[src/rtl/riscv_pkg.sv]
// riscv_pkg -- shared types and constants for the instruction encoder/loader.
//   fmt_e        : instruction format selector carried on req_fmt
//   ld_state_e   : loader FSM state (also exported on the loader's dbg_state)
//   OP_*         : RV32I major opcodes used by the encoder's callers
//   NOP_WORD     : canonical "addi x0,x0,0", emitted for undefined formats
package riscv_pkg;

   typedef enum logic [2:0] {
      FMT_R = 3'd0,
      FMT_I = 3'd1,
      FMT_S = 3'd2,
      FMT_B = 3'd3,
      FMT_U = 3'd4,
      FMT_J = 3'd5
   } fmt_e;

   typedef enum logic [1:0] {
      ST_IDLE  = 2'd0,
      ST_RUN   = 2'd1,
      ST_DRAIN = 2'd2,
      ST_DONE  = 2'd3
   } ld_state_e;

   localparam logic [6:0] OP_R    = 7'b0110011;
   localparam logic [6:0] OP_I    = 7'b0010011;
   localparam logic [6:0] OP_LOAD = 7'b0000011;
   localparam logic [6:0] OP_S    = 7'b0100011;
   localparam logic [6:0] OP_B    = 7'b1100011;
   localparam logic [6:0] OP_LUI  = 7'b0110111;
   localparam logic [6:0] OP_JAL  = 7'b1101111;

   localparam logic [31:0] NOP_WORD = 32'h0000_0013;

endpackage

[src/rtl/instr_enc.sv]
// instr_enc -- purely combinational RV32I instruction word builder.
//   fmt, opcode, funct3, funct7, rd, rs1, rs2, imm : instruction fields
//   word      : assembled 32-bit instruction (fields truncated to fit)
//   range_err : immediate not representable in the chosen format,
//               misaligned branch/jump offset, or undefined format code
import riscv_pkg::*;

module instr_enc (
   input  logic [2:0]  fmt,
   input  logic [6:0]  opcode,
   input  logic [2:0]  funct3,
   input  logic [6:0]  funct7,
   input  logic [4:0]  rd,
   input  logic [4:0]  rs1,
   input  logic [4:0]  rs2,
   input  logic [31:0] imm,
   output logic [31:0] word,
   output logic        range_err
);

   logic signed [31:0] imm_s;
   assign imm_s = imm;

   always_comb begin
      word      = NOP_WORD;
      range_err = 1'b0;
      case (fmt_e'(fmt))
         FMT_R: begin
            word = {funct7, rs2, rs1, funct3, rd, opcode};
         end
         FMT_I: begin
            word      = {imm[11:0], rs1, funct3, rd, opcode};
            range_err = (imm_s < -32'sd2048) || (imm_s > 32'sd2047);
         end
         FMT_S: begin
            word      = {imm[11:5], rs2, rs1, funct3, imm[4:0], opcode};
            range_err = (imm_s < -32'sd2048) || (imm_s > 32'sd2047);
         end
         FMT_B: begin
            word      = {imm[12], imm[10:5], rs2, rs1, funct3, imm[4:1], imm[11], opcode};
            range_err = (imm_s < -32'sd4096) || (imm_s > 32'sd4094) || imm[0];
         end
         FMT_U: begin
            word = {imm[31:12], rd, opcode};
         end
         FMT_J: begin
            word      = {imm[20], imm[10:1], imm[11], imm[19:12], rd, opcode};
            range_err = (imm_s < -32'sd1048576) || (imm_s > 32'sd1048574) || imm[0];
         end
         default: begin
            word      = NOP_WORD;
            range_err = 1'b1;
         end
      endcase
   end

endmodule

[src/rtl/instr_enc_loader.sv]
// instr_enc_loader -- accepts instruction field requests, encodes them to
// RV32I words and writes them to consecutive instruction-memory addresses.
//   clk, rst_n         : clock, asynchronous active-low reset
//   start, base_addr   : begin a load at base_addr (honoured only in IDLE)
//   busy, done, err    : load in progress / one-cycle completion pulse /
//                        sticky encode error for the current load
//   word_cnt           : words written this load (saturating)
//   req_*              : instruction request channel
//   imem_*             : instruction memory write channel
//   dbg_state          : current FSM state, for observation only
//
// Handshakes: a beat moves on a rising edge where valid (req_valid/imem_we)
// and ready (req_ready/imem_ready) are both 1. The producer holds its payload
// stable while valid=1 and ready=0; req_ready never depends on req_valid.
import riscv_pkg::*;

module instr_enc_loader (
   input  logic        clk,
   input  logic        rst_n,
   input  logic        start,
   input  logic [31:0] base_addr,
   output logic        busy,
   output logic        done,
   output logic        err,
   output logic [15:0] word_cnt,
   input  logic        req_valid,
   output logic        req_ready,
   input  logic [2:0]  req_fmt,
   input  logic [6:0]  req_opcode,
   input  logic [2:0]  req_funct3,
   input  logic [6:0]  req_funct7,
   input  logic [4:0]  req_rd,
   input  logic [4:0]  req_rs1,
   input  logic [4:0]  req_rs2,
   input  logic [31:0] req_imm,
   input  logic        req_last,
   output logic        imem_we,
   output logic [31:0] imem_addr,
   output logic [31:0] imem_wdata,
   input  logic        imem_ready,
   output ld_state_e   dbg_state
);

   ld_state_e   state, state_nxt;
   logic [31:0] enc_word;
   logic        enc_err;
   logic [31:0] fifo_mem [2];
   logic        rd_ptr, wr_ptr;
   logic [1:0]  fifo_count;
   logic [31:0] addr_q;
   logic        push, pop, start_load;

   instr_enc u_enc (
      .fmt       (req_fmt),
      .opcode    (req_opcode),
      .funct3    (req_funct3),
      .funct7    (req_funct7),
      .rd        (req_rd),
      .rs1       (req_rs1),
      .rs2       (req_rs2),
      .imm       (req_imm),
      .word      (enc_word),
      .range_err (enc_err)
   );

   assign start_load = (state == ST_IDLE) && start;
   assign push       = req_valid && req_ready;
   assign pop        = imem_we && imem_ready;

   // State register
   always_ff @(posedge clk or negedge rst_n) begin
      if (!rst_n) state <= ST_IDLE;
      else        state <= state_nxt;
   end

   // Next-state logic
   always_comb begin
      state_nxt = state;
      case (state)
         ST_IDLE:  if (start) state_nxt = ST_RUN;
         ST_RUN:   if (push && req_last) state_nxt = ST_DRAIN;
         ST_DRAIN: if (fifo_count == 2'd0) state_nxt = ST_DONE;
         ST_DONE:  state_nxt = ST_IDLE;
         default:  state_nxt = ST_IDLE;
      endcase
   end

   // State-decoded outputs
   always_comb begin
      busy      = 1'b0;
      done      = 1'b0;
      req_ready = 1'b0;
      case (state)
         ST_IDLE:  busy = 1'b0;
         ST_RUN: begin
            busy      = 1'b1;
            req_ready = (fifo_count < 2'd2);
         end
         ST_DRAIN: busy = 1'b1;
         ST_DONE: begin
            busy = 1'b1;
            done = 1'b1;
         end
         default:  busy = 1'b0;
      endcase
   end

   assign dbg_state  = state;
   assign imem_we    = (fifo_count != 2'd0);
   // Gate the data so a stale (already written) entry is never shown.
   assign imem_wdata = imem_we ? fifo_mem[rd_ptr] : 32'h0;
   assign imem_addr  = addr_q;

   // Two-entry FIFO between the encoder and the memory port.
   always_ff @(posedge clk or negedge rst_n) begin
      if (!rst_n) begin
         fifo_mem[0] <= 32'h0;
         fifo_mem[1] <= 32'h0;
         rd_ptr      <= 1'b0;
         wr_ptr      <= 1'b0;
         fifo_count  <= 2'd0;
      end else begin
         if (push) begin
            fifo_mem[wr_ptr] <= enc_word;
            wr_ptr           <= ~wr_ptr;
         end
         if (pop) rd_ptr <= ~rd_ptr;
         case ({push, pop})
            2'b10:   fifo_count <= fifo_count + 2'd1;
            2'b01:   fifo_count <= fifo_count - 2'd1;
            default: fifo_count <= fifo_count;
         endcase
      end
   end

   // Address, word count and sticky error. The FIFO is always empty in
   // IDLE, so a start never collides with a pop.
   always_ff @(posedge clk or negedge rst_n) begin
      if (!rst_n) begin
         addr_q   <= 32'h0;
         word_cnt <= 16'h0;
         err      <= 1'b0;
      end else if (start_load) begin
         addr_q   <= base_addr;
         word_cnt <= 16'h0;
         err      <= 1'b0;
      end else begin
         if (pop) begin
            addr_q <= addr_q + 32'd4;
            if (word_cnt != 16'hFFFF) word_cnt <= word_cnt + 16'd1;
         end
         if (push && enc_err) err <= 1'b1;
      end
   end

endmodule

[config.mk]
export PLATFORM = sky130hd
export DESIGN_NAME = instr_enc_loader
export DESIGN_NICKNAME = d
export VERILOG_FILES = /design/src/rtl/riscv_pkg.sv /design/src/rtl/instr_enc.sv /design/src/rtl/instr_enc_loader.sv
export SDC_FILE = /design/constraint.sdc
export NUM_CORES = 1
export LEC_CHECK = 0
export CORE_UTILIZATION = 48
export DETAILED_ROUTE_END_ITERATION = 10
export PLACE_DENSITY = 0.81
export SYNTH_ARGS = -nofsm -noshare
export SYNTH_HDL_FRONTEND = slang
export SYNTH_SLANG_ARGS = --single-unit
[constraint.sdc]
create_clock -name clk -period 2 [get_ports clk]
set_input_delay 0.4 -clock clk [delete_from_list [all_inputs] [get_ports clk]]
set_output_delay 0.4 -clock clk [all_outputs]
set_load 0.01 [all_outputs]
==> reports/summary.txt <==
status -> finished, violations left
violated checks -> negative setup slack
setup total negative slack -> -0.0483 ns
CTS tree -> done
Hold WC Path Type -> input port to async pin
Crit Path Category -> flip-flop to primary output
die height -> 118 um
leakage -> 4.23 nW
DP Area -> 8920 um2
clock power share -> 25.7%
core area -> 13200 um2
pin count of the biggest net entering global routing -> 60
fin crit share -> 101%
via count -> 6270
Worst-Margin Slew -> 0.550 ns
# rows -> 42
Starting Density -> 49.1%
IO Pins -> 192
Peak Freq -> 493 MHz
CP max-delay cell -> dfrtp_2
delay of the slowest critical-path stage -> 0.44 ns
CP delay by family, top -> buffers and inverters
Final setup violation count -> 2
initial antenna violation count -> 0
Root Buffer -> clkbuf_16
sequential share of the synthesized area -> 46.0%
Worst Path Arrival -> 1.63 ns
post-synth net total -> 844
fin. max-slew vios -> 0
mean post-synth cell area -> 8.86 um2
Finished Layout Cells -> 1147
commonest non-fill, non-tap cell in the layout -> clkdlybuf4s50_1
NetSw -> 4.61 mW
1st-iter DRT viols -> 478
worst path bufs/invs -> 3
clock sink count -> 119
wire per inst -> 16.3 um
total chip power -> 13.1 mW
internal power -> 8.47 mW
CP Cell Sequence -> buf_12 -> buf_12 -> mux2i_1 -> nor2_1 -> buf_2
ys async rst share -> 100%
DP HPWL -> 12.9 mm
total placed cells including tap cells -> 1106
vias in the first global route -> 6188
worst-case clock skew -> 0.00795 ns
clock buffer depth -> 2
Worst R2R Start -> dbg_state[0]
power share of the combinational group -> 41.9%
flop-to-flop setup slack -> 0.14 ns
layout cell share with drive strength beyond 1 -> 14.6%
cell area after synthesis -> 6480 um2
Sw Share -> 35.2%
Worst-Skew Late Latency -> 0.41 ns
Netlist cell types -> 50
pwr/cell area -> 1360 nW/um2
IO Port Bufs -> 191
post-route cell area -> 9610 um2
number of gates on the worst path with buffers counted -> 5
Post-DRT Antenna Nets -> 0
# DRC -> 0
Worst-path clk slew -> 0.05 ns
total gr overflow -> 0
r2r endpoint -> fifo_count[1]
WL final -> 18.7 mm
ant diodes -> 0
CP Launch Point -> rd_ptr
worst ir drop on vdd -> 0.702 mV
Main synth FF type -> dfrtp_1
FF+latch count, synth -> 119
unrepaired setup endpoints after global routing -> yes
drt first pass iters -> 5
Max Cap Violations -> 0
Fin. Hold Viols -> 0
sequential power share -> 32.5%
most frequent cells in the layout -> 154 x clkdlybuf4s50_1, 136 x nand2_1, 118 x dfrtp_1
Worst Path Required -> 1.60 ns
Synth Warn # -> 0
DP Worst Slack -> -0.250 ns
routed vias/inst -> 5.47
Post-layout nets -> 1072
startpoint types -> flip-flop
first-pass GRT wire length -> 30.5 mm
Post-synth EDFFs -> 0
critical path fanouts, max -> 9
R2R depth -> 10
area delta synth->final -> 48.4%
GRT Total Usage -> 27.6%
Mapped Cells -> 731
GPL Wtd Cong -> 0.880
most frequent CP cell -> buf_12
die area -> 14000 um2
Critical Path End Type -> primary output
Worst slew margin -> 63.3%
die width -> 118 um
Final WS setup -> -0.0274 ns
Num CTS Buffers -> 17
final critical-path required period -> 2.03 ns
H-tree levels -> 4
[cell usage after synthesis (all sizes together), types with 10 or more instances]
| cell type | instances | share of area [%] |
|---|---|---|
| nand2 | 138 | 8.0 |
| dfrtp | 119 | 46 |
| o21ai | 100 | 7.7 |
| nor2 | 70 | 4.1 |
| mux2i | 41 | 6.3 |
| clkbuf | 34 | 2.0 |
| a21oi | 25 | 1.9 |
| xor2 | 25 | 3.4 |
| nand4 | 22 | 2.2 |
| xnor2 | 22 | 3.0 |
| nor2b | 20 | 1.9 |
| nand3 | 19 | 1.5 |
| inv | 12 | 0.70 |
| nor4 | 10 | 1.9 |
[power by group through the flow]
stage	clock, mW	sequential, mW	combinational [mW]
finish	3.36	4.25	5.48
global route	3.50	4.37	5.97
CTS	3.38	4.23	5.50
detailed placement	0	4.23	5.41
global placement	0	4.18	5.31
floorplan	0	4.24	2.54
[stage by stage]
stage | hold WS [ns] | utilization (%)
after floorplan | 0.104 | -
after global placement | 0.249 | 67.6
after detailed placement | 0.246 | 67.6
after CTS | 0.371 | 72.9
after global routing | 0.399 | 72.9
final | 0.377 | 72.9
[per-layer routing]
metal	global-route usage, %	part of all wire (%)	up-vias
met1	34.9	42	2995
li1	-	-	2982
met4	9.62	2.0	0
met5	0	0	-
met2	47.0	50	255
met3	5.69	6.3	38
[flip-flops by register name, indices dropped and copies added, names as in the netlist]
signal and count:
dbg_state 2, err 1, fifo_count 2, fifo_mem 64, imem_addr 32, rd_ptr 1
word_cnt 16, wr_ptr 1
[worst max-delay path by stage]
stage,to
floorplan,dbg_state[1]
global placement,fifo_mem[27]
detailed placement,fifo_mem[28]
CTS,imem_wdata[22]
global route,imem_wdata[22]
finish,imem_wdata[22]
[cells by family after synthesis]
kind of cell,after synthesis,share of synthesized area [%]
buffers and inverters,54,3.30
DFF,119,46.0
muxes,45,7.03
xor gates and xnor gates,47,6.35
and+or+nand+nor,301,21.8
AOI/OAI and AO/OA,157,14.0
adders and majority gates,8,1.55
[area by class of cell]
class                      instances  area, um2
fill                             941       3580
clock inverter                     8        168
multi-input combinational        558       3330
inverter                          13       48.8
sequential                       119       2980
tap                              176        220
clock buffer                      23        488
timing repair buffer             250       2380
[what timing repair did]
action / CTS / global route
hold buffers: 1 / 0
gates resized for setup: 108 / 11
hold endpoints to repair: 8 / 0
gates cloned: 2 / 0
pin swaps: 8 / 6
setup buffers: 6 / 2
setup endpoints to repair: 35 / 26
(Power assumes the default switching activity.)
